==> config.mk <==
export PLATFORM = sky130hd
export DESIGN_NAME = alu_with_pipelining
export DESIGN_NICKNAME = d
export VERILOG_FILES = /design/src/rtl/alu_pkg.sv /design/src/rtl/alu_core.sv /design/src/rtl/alu_with_pipelining.sv
export SDC_FILE = /design/constraint.sdc
export NUM_CORES = 1
export LEC_CHECK = 0
export ABC_AREA = 0
export CAP_MARGIN = 15
export CORE_MARGIN = 2
export CORE_UTILIZATION = 55
export DETAILED_ROUTE_END_ITERATION = 12
export HOLD_SLACK_MARGIN = 0.12
export PLACE_DENSITY = 0.81
export SETUP_SLACK_MARGIN = 0.3
export SYNTH_ARGS = -nofsm -noshare
export SYNTH_HDL_FRONTEND = slang
export SYNTH_HIERARCHICAL = 1
export SYNTH_SLANG_ARGS = --single-unit
==> constraint.sdc <==
create_clock -name clk -period 7 [get_ports clk]
set_clock_uncertainty 0.1 [all_clocks]
set_input_delay 0.7 -clock clk [delete_from_list [all_inputs] [get_ports clk]]
set_output_delay 0.7 -clock clk [all_outputs]
set_load 0.02 [all_outputs]
==> src/rtl/alu_pkg.sv <==
// Shared width default and opcode encodings for the pipelined ALU.
package alu_pkg;

   localparam int unsigned WIDTH = 8;

   localparam logic [2:0] OP_ADD = 3'b000;
   localparam logic [2:0] OP_SUB = 3'b001;
   localparam logic [2:0] OP_AND = 3'b010;
   localparam logic [2:0] OP_OR  = 3'b011;
   localparam logic [2:0] OP_XOR = 3'b100;
   localparam logic [2:0] OP_NOT = 3'b101;
   localparam logic [2:0] OP_SHL = 3'b110;
   localparam logic [2:0] OP_SHR = 3'b111;

   typedef enum logic [2:0] {
      ALU_ADD = OP_ADD,
      ALU_SUB = OP_SUB,
      ALU_AND = OP_AND,
      ALU_OR  = OP_OR,
      ALU_XOR = OP_XOR,
      ALU_NOT = OP_NOT,
      ALU_SHL = OP_SHL,
      ALU_SHR = OP_SHR
   } alu_op_t;

endpackage

==> src/rtl/alu_core.sv <==
// Purely combinational ALU function; arithmetic wraps modulo 2^WIDTH, no flags.
module alu_core
   import alu_pkg::*;
#(
   parameter int unsigned WIDTH = alu_pkg::WIDTH
) (
   input  logic [2:0]       i_op,
   input  logic [WIDTH-1:0] i_a,
   input  logic [WIDTH-1:0] i_b,
   output logic [WIDTH-1:0] o_result
);

   always_comb begin
      o_result = '0;
      case (i_op)
         OP_ADD:  o_result = i_a + i_b;
         OP_SUB:  o_result = i_a - i_b;
         OP_AND:  o_result = i_a & i_b;
         OP_OR:   o_result = i_a | i_b;
         OP_XOR:  o_result = i_a ^ i_b;
         OP_NOT:  o_result = ~i_a;
         // shift distance is fixed at one; B plays no part
         OP_SHL:  o_result = {i_a[WIDTH-2:0], 1'b0};
         OP_SHR:  o_result = {1'b0, i_a[WIDTH-1:1]};
         default: o_result = '0;
      endcase
   end

endmodule

==> src/rtl/alu_with_pipelining.sv <==
// Two-stage ALU: operands/opcode registered, then the computed result registered.
module alu_with_pipelining
   import alu_pkg::*;
#(
   parameter int unsigned WIDTH = alu_pkg::WIDTH
) (
   input  logic             clk,
   input  logic             reset,
   input  logic [2:0]       op_code,
   input  logic [WIDTH-1:0] A,
   input  logic [WIDTH-1:0] B,
   output logic [WIDTH-1:0] result
);

   logic [2:0]       r_op;
   logic [WIDTH-1:0] r_a;
   logic [WIDTH-1:0] r_b;
   logic [WIDTH-1:0] w_result;

   always_ff @(posedge clk) begin
      if (reset) begin
         r_op <= '0;
         r_a  <= '0;
         r_b  <= '0;
      end else begin
         r_op <= op_code;
         r_a  <= A;
         r_b  <= B;
      end
   end

   alu_core #(
      .WIDTH (WIDTH)
   ) u_core (
      .i_op     (r_op),
      .i_a      (r_a),
      .i_b      (r_b),
      .o_result (w_result)
   );

   always_ff @(posedge clk) begin
      if (reset) begin
         result <= '0;
      end else begin
         result <= w_result;
      end
   end

endmodule

Word level (Yosys, flattened, before mapping)
Index checks and enable logic that the tools add are counted.
{ "op_classes": {"shifts": 0, "n_bitwise": 4, "addsub": 2, "div_mod_pow": 0, "n_lt_le_gt_ge": 0, "n_mux": 1, "reduce_logical": 1, "n_mul": 0, "n_eq_ne": 7} }
{ "ops": {"columns": ["cell", "count"], "rows": [
  ["8-bit case mux with 8 select lines", 1],
  ["3-bit equality test (second input constant)", 4],
  ["8-bit adder", 1],
  ["8-bit AND", 1],
  ["8-bit inverter", 1],
  ["8-bit OR", 1],
  ["8-bit subtractor", 1],
  ["8-bit XOR", 1],
  ["3-bit by 2-bit equality test with 1-bit output (second input constant)", 2],
  ["3-bit by 1-bit equality test with 1-bit output (second input constant)", 1],
  ["3-bit zero test", 1]
]} }
{ "totals": {"latchBits": 0, "rom_bits": 0, "mem_count": 0, "regBits": 27, "mem_bits_rw": 0} }

Depth between registers and ports, before layout
{ "depth": {"word_depth": 2, "depth_mapped": 11, "mapped_depth_nobuf": 11} }

Modules after synthesis
The synthesis kept the hierarchy.
{ "modules_own_cells": {"columns": ["module", "seq_area_each_um2", "n_inst", "area_each_um2", "cells_per_inst"], "rows": [
  ["alu_core", 0.0, 1, 1208.7, 165],
  ["alu_with_pipelining", 540.5, 1, 749.5, 56]
]} }

Worst setup path before layout
Ideal clock, no wire load.
{ "synth_timing": {"kind": "reg2reg", "startpoint": "register r_b[0]", "endpoint": "register result[7]", "n_path_buf": 0, "required_ns": 6.784, "synth_period_minus_slack_ns": 2.438, "path_stages_with_launch": 12, "setup_time_ns": 0.116, "slack_ns": 4.562, "arrival_time_ns": 2.222, "cell_sequence": "dfxtp_1 -> inv_1 -> ha_1 -> a31oi_1 -> xnor2_1 -> ha_1 -> a21o_1 -> a31o_2 -> a21oi_1 -> xnor2_1 -> o31ai_2 -> and2b_2"} }
{ "synth_between": {"elab_chain_cells": 2, "word_cells_on_any_way": 3} }
{ "synth_rtl": {"columns": ["item", "line", "rtl"], "rows": [
  ["from (decl)", "alu_with_pipelining.sv:17", "logic [WIDTH-1:0] r_b;"],
  ["from (signal assigned)", "alu_with_pipelining.sv:24", "r_b <= '0;"],
  ["from (signal assigned)", "alu_with_pipelining.sv:28", "r_b <= B;"],
  ["8-bit subtractor or 8-bit adder (tied branches)", "alu_core.sv:17, alu_core.sv:16", null],
  ["8-bit case mux with 8 select lines (*)", "alu_core.sv:15", "case (i_op)"],
  ["via w_result[7]", "alu_with_pipelining.sv:18", "logic [WIDTH-1:0] w_result;"],
  ["to (signal assigned)", "alu_with_pipelining.sv:45", "result <= w_result;"],
  ["to (decl)", "alu_with_pipelining.sv:12", "output logic [WIDTH-1:0] result"]
]} }
Mark *: on every way through the listed nets, which the timed path passes. The rest lies on a longest branch.
A chain may end at the register's enable or synchronous reset.

Final worst setup path
{ "layout_timing": {"startpoint": "register r_op[1]", "endpoint": "register result[7]"} }
{ "layout_between": {"elab_chain_cells": 2, "word_cells_on_any_way": 9} }
{ "layout_rtl": {"columns": ["item", "line", "rtl"], "rows": [
  ["from (decl)", "alu_with_pipelining.sv:15", "logic [2:0] r_op;"],
  ["from (signal assigned)", "alu_with_pipelining.sv:26", "r_op <= op_code;"],
  ["3-bit equality test (tied with other cells)", "alu_core.sv:15", null],
  ["8-bit case mux with 8 select lines (*)", "alu_core.sv:15", null],
  ["via w_result[7]", "alu_with_pipelining.sv:18", null]
]} }
Marks and branches as above.

==> results.json <==
{
  "outcome": "finished, final reports clean",
  "rows": 21,
  "crit_path_max_fanout": 27,
  "fmaxAchievable_mhz": 333,
  "synth.avg_cell_area_um2": 8.86,
  "fin_tns_setup_ns": 0,
  "insertion_delay_ns": 0.32,
  "drt_pass1_iterations": 4,
  "synth_flop_cell": "dfxtp_1",
  "syn_inst": 221,
  "dp.cells": 285,
  "final_antenna_net_count": 0,
  "grt_pass1_wl_um": 6180,
  "vias_per_cell": 5.27,
  "fin_ws_ns": 4.00,
  "placed_area_um2": 2230,
  "design.portCount": 29,
  "fp.dieArea_um2": 4050,
  "cts_tree": "done",
  "cp.required_ns": 7.14,
  "powerDensity_nw_per_um2": 171,
  "avgRoutedWirePerCell_um": 12.4,
  "irDropWorstVdd_mv": 0.0823,
  "yosys.area.top_type_share_pct": 27.6,
  "core_area_um2": 3390,
  "dr_total_vias": 1522,
  "crit_start": "r_op[1]",
  "nets": 290,
  "r2r_slack_ns": 4.00,
  "clockBufferDepth": 2,
  "tightest_slew_ns": 0.969,
  "worstSetupStartpointType": "flip-flop",
  "holdCritStartpoint": "r_a[0]",
  "period_share_pct": 42.9,
  "path_class": "reg -> reg",
  "die_x_um": 63.7,
  "hold_path_class": "reg -> reg",
  "synth_edf_count": 0,
  "syn_nets": 267,
  "cts_max_level": 1,
  "report.final.slew_viol_count": 0,
  "layout.cells.non_filler": 289,
  "finalSetupViolCount": 0,
  "hold_viol": 0,
  "drc": 0,
  "synth_area_leader_cell": "dfxtp_1",
  "fin_crit_ns": 3.00,
  "synthArstFlopShare_pct": 0,
  "design_area_um2": 2260,
  "finalPower_mw": 0.387,
  "rsz0062_at_grt": "no",
  "cts.sinks": 27,
  "cts_buffers": 3,
  "r2r-start": "r_op[1]",
  "yosysSeqAreaShare_pct": 27.6,
  "ys_types": 44,
  "yosys_warnings": 6,
  "crit_arrival_ns": 3.14,
  "grt_usage_pct": 19.1,
  "area_growth_pct": 15.3,
  "maxCapViolations": 0,
  "path_clk_slew_ns": 0.15,
  "dpl.hpwl_um": 2630,
  "leakagePower_nw": 0.948,
  "cp-end-kind": "flip-flop",
  "initialDrtViolationCount": 68,
  "cts_root_buf": "clkbuf_4",
  "port_buffers": 28,
  "cts-hold-fix-buffers": 0,
  "slew-limit-headroom_pct": 35.3,
  "gp_congestion": 0.840,
  "synth_area_um2": 1960,
  "grt_max_degree": 35,
  "globalRouteOverflowTotal": 0,
  "grt_pass1_vias": 1440,
  "start_util_pct": 57.8,
  "post-cts-setup-buffers": 0,
  "cts-resized-gates": 0,
  "wl_um": 3590,
  "ys_top_cells_by_area": "dfxtp_1, ha_1, nor2b_1",
  "antenna_cells": 0,
  "ys_ff_latch": 27,
  "antenna_found_initial": 0,
  "dieHeight_um": 63.7,
  "drive_gt1_share_pct": 9.05,
  "pre_cts_ws_ns": 4.03
}
[cells in the mapped netlist, types with 4 or more instances]
master    count
dfxtp_1      27
ha_1         24
nor2b_1      23
a21oi_1      18
inv_1        18
nor2_1       15
nand2_1       9
xnor2_1       8
and2b_2       7
a31oi_1       6
nand2b_1      6
mux2i_1       5
o21ai_0       5
a21o_1        4
buf_2         4
nor3b_1       4
[metrics by stage]
step | hold slack (ns) | utilization (%)
3_5_place_dp | 0.681 | 65.8
3_3_place_gp | 0.662 | 65.8
4_1_cts | 0.707 | 66.6
5_1_grt | 0.762 | 66.6
2_1_floorplan | 0.605 | -
6_report | 0.720 | 66.6
[cells in the final DEF (no fill, tap or decap), drive strengths merged, types with 4 or more instances in the layout]
master,synthesis,final
and2b,7,7
ha,24,24
nand2b,6,6
mux2i,5,5
a21oi,18,18
inv,18,18
nor2,15,15
o21ai,5,5
nor3b,5,5
clkdlybuf4s50,0,28
dfxtp,27,27
a21o,4,4
a31oi,7,7
xnor2,9,9
nor2b,23,23
nand2,9,9
[path summary, 6_finish.rpt]
| check | cells after the start | end |
|---|---|---|
| hold reg to reg | 3 | result[1] |
| setup / recovery | 10 | result[7] |
| setup reg to reg | 10 | result[7] |
| hold / removal | 3 | result[1] |
[flip-flops by register name, summed over array words and instances, names as in the netlist]
| signal | cells |
|---|---|
| r_a | 8 |
| r_b | 8 |
| result | 8 |
| r_op | 3 |
[power breakdown]
part	total (mW)	leakage (nW)	switching (mW)	internal, mW
combinational	0.143	0.706	0.0679	0.0748
clock	0.0663	0.0177	0.0449	0.0214
sequential	0.178	0.225	0.0117	0.166
[worst max-delay path, cell delays in order, from the launching register on]
cell and delay [ns]:
dfxtp_1 0.98, nor3b_4 0.15, a31oi_1 0.22, xnor2_1 0.15
ha_1 0.30, a21o_1 0.20, a31o_2 0.24, a21oi_1 0.14
xnor2_1 0.15, o31ai_2 0.07, and2b_2 0.22
[logic make-up (layout without fill, tap and decap cells)]
kind of cell | count (synthesis) | after routing | synth area share (%)
adders and majority gates | 25 | 25 | 16.4
xor gates and xnor gates | 12 | 12 | 5.75
AOI/OAI and AO/OA | 48 | 48 | 15.8
DFF | 27 | 27 | 27.6
and+or+nand+nor | 72 | 72 | 22.6
buffers and inverters | 30 | 52 | 7.54
muxes | 7 | 7 | 4.28
[layout make-up]
cell class,instances,area [µm²]
Tap cell,46,57.6
Clock inverter,1,5.00
Inverter,18,67.6
Timing Repair Buffer,30,295
Clock buffer,3,22.5
Sequential cell,27,541
Fill cell,291,1130
Multi-Input combinational cell,164,1270
[metal layers]
metal  GRT usage [%]  vias to the layer above  share of wire (%)
met5               0                        -                  0
met4            8.42                        0                1.3
met3            2.50                        4                3.3
met2            33.4                       32                 50
met1            23.3                      689                 46
li1                -                      797                  -
(Power assumes the default switching activity.)
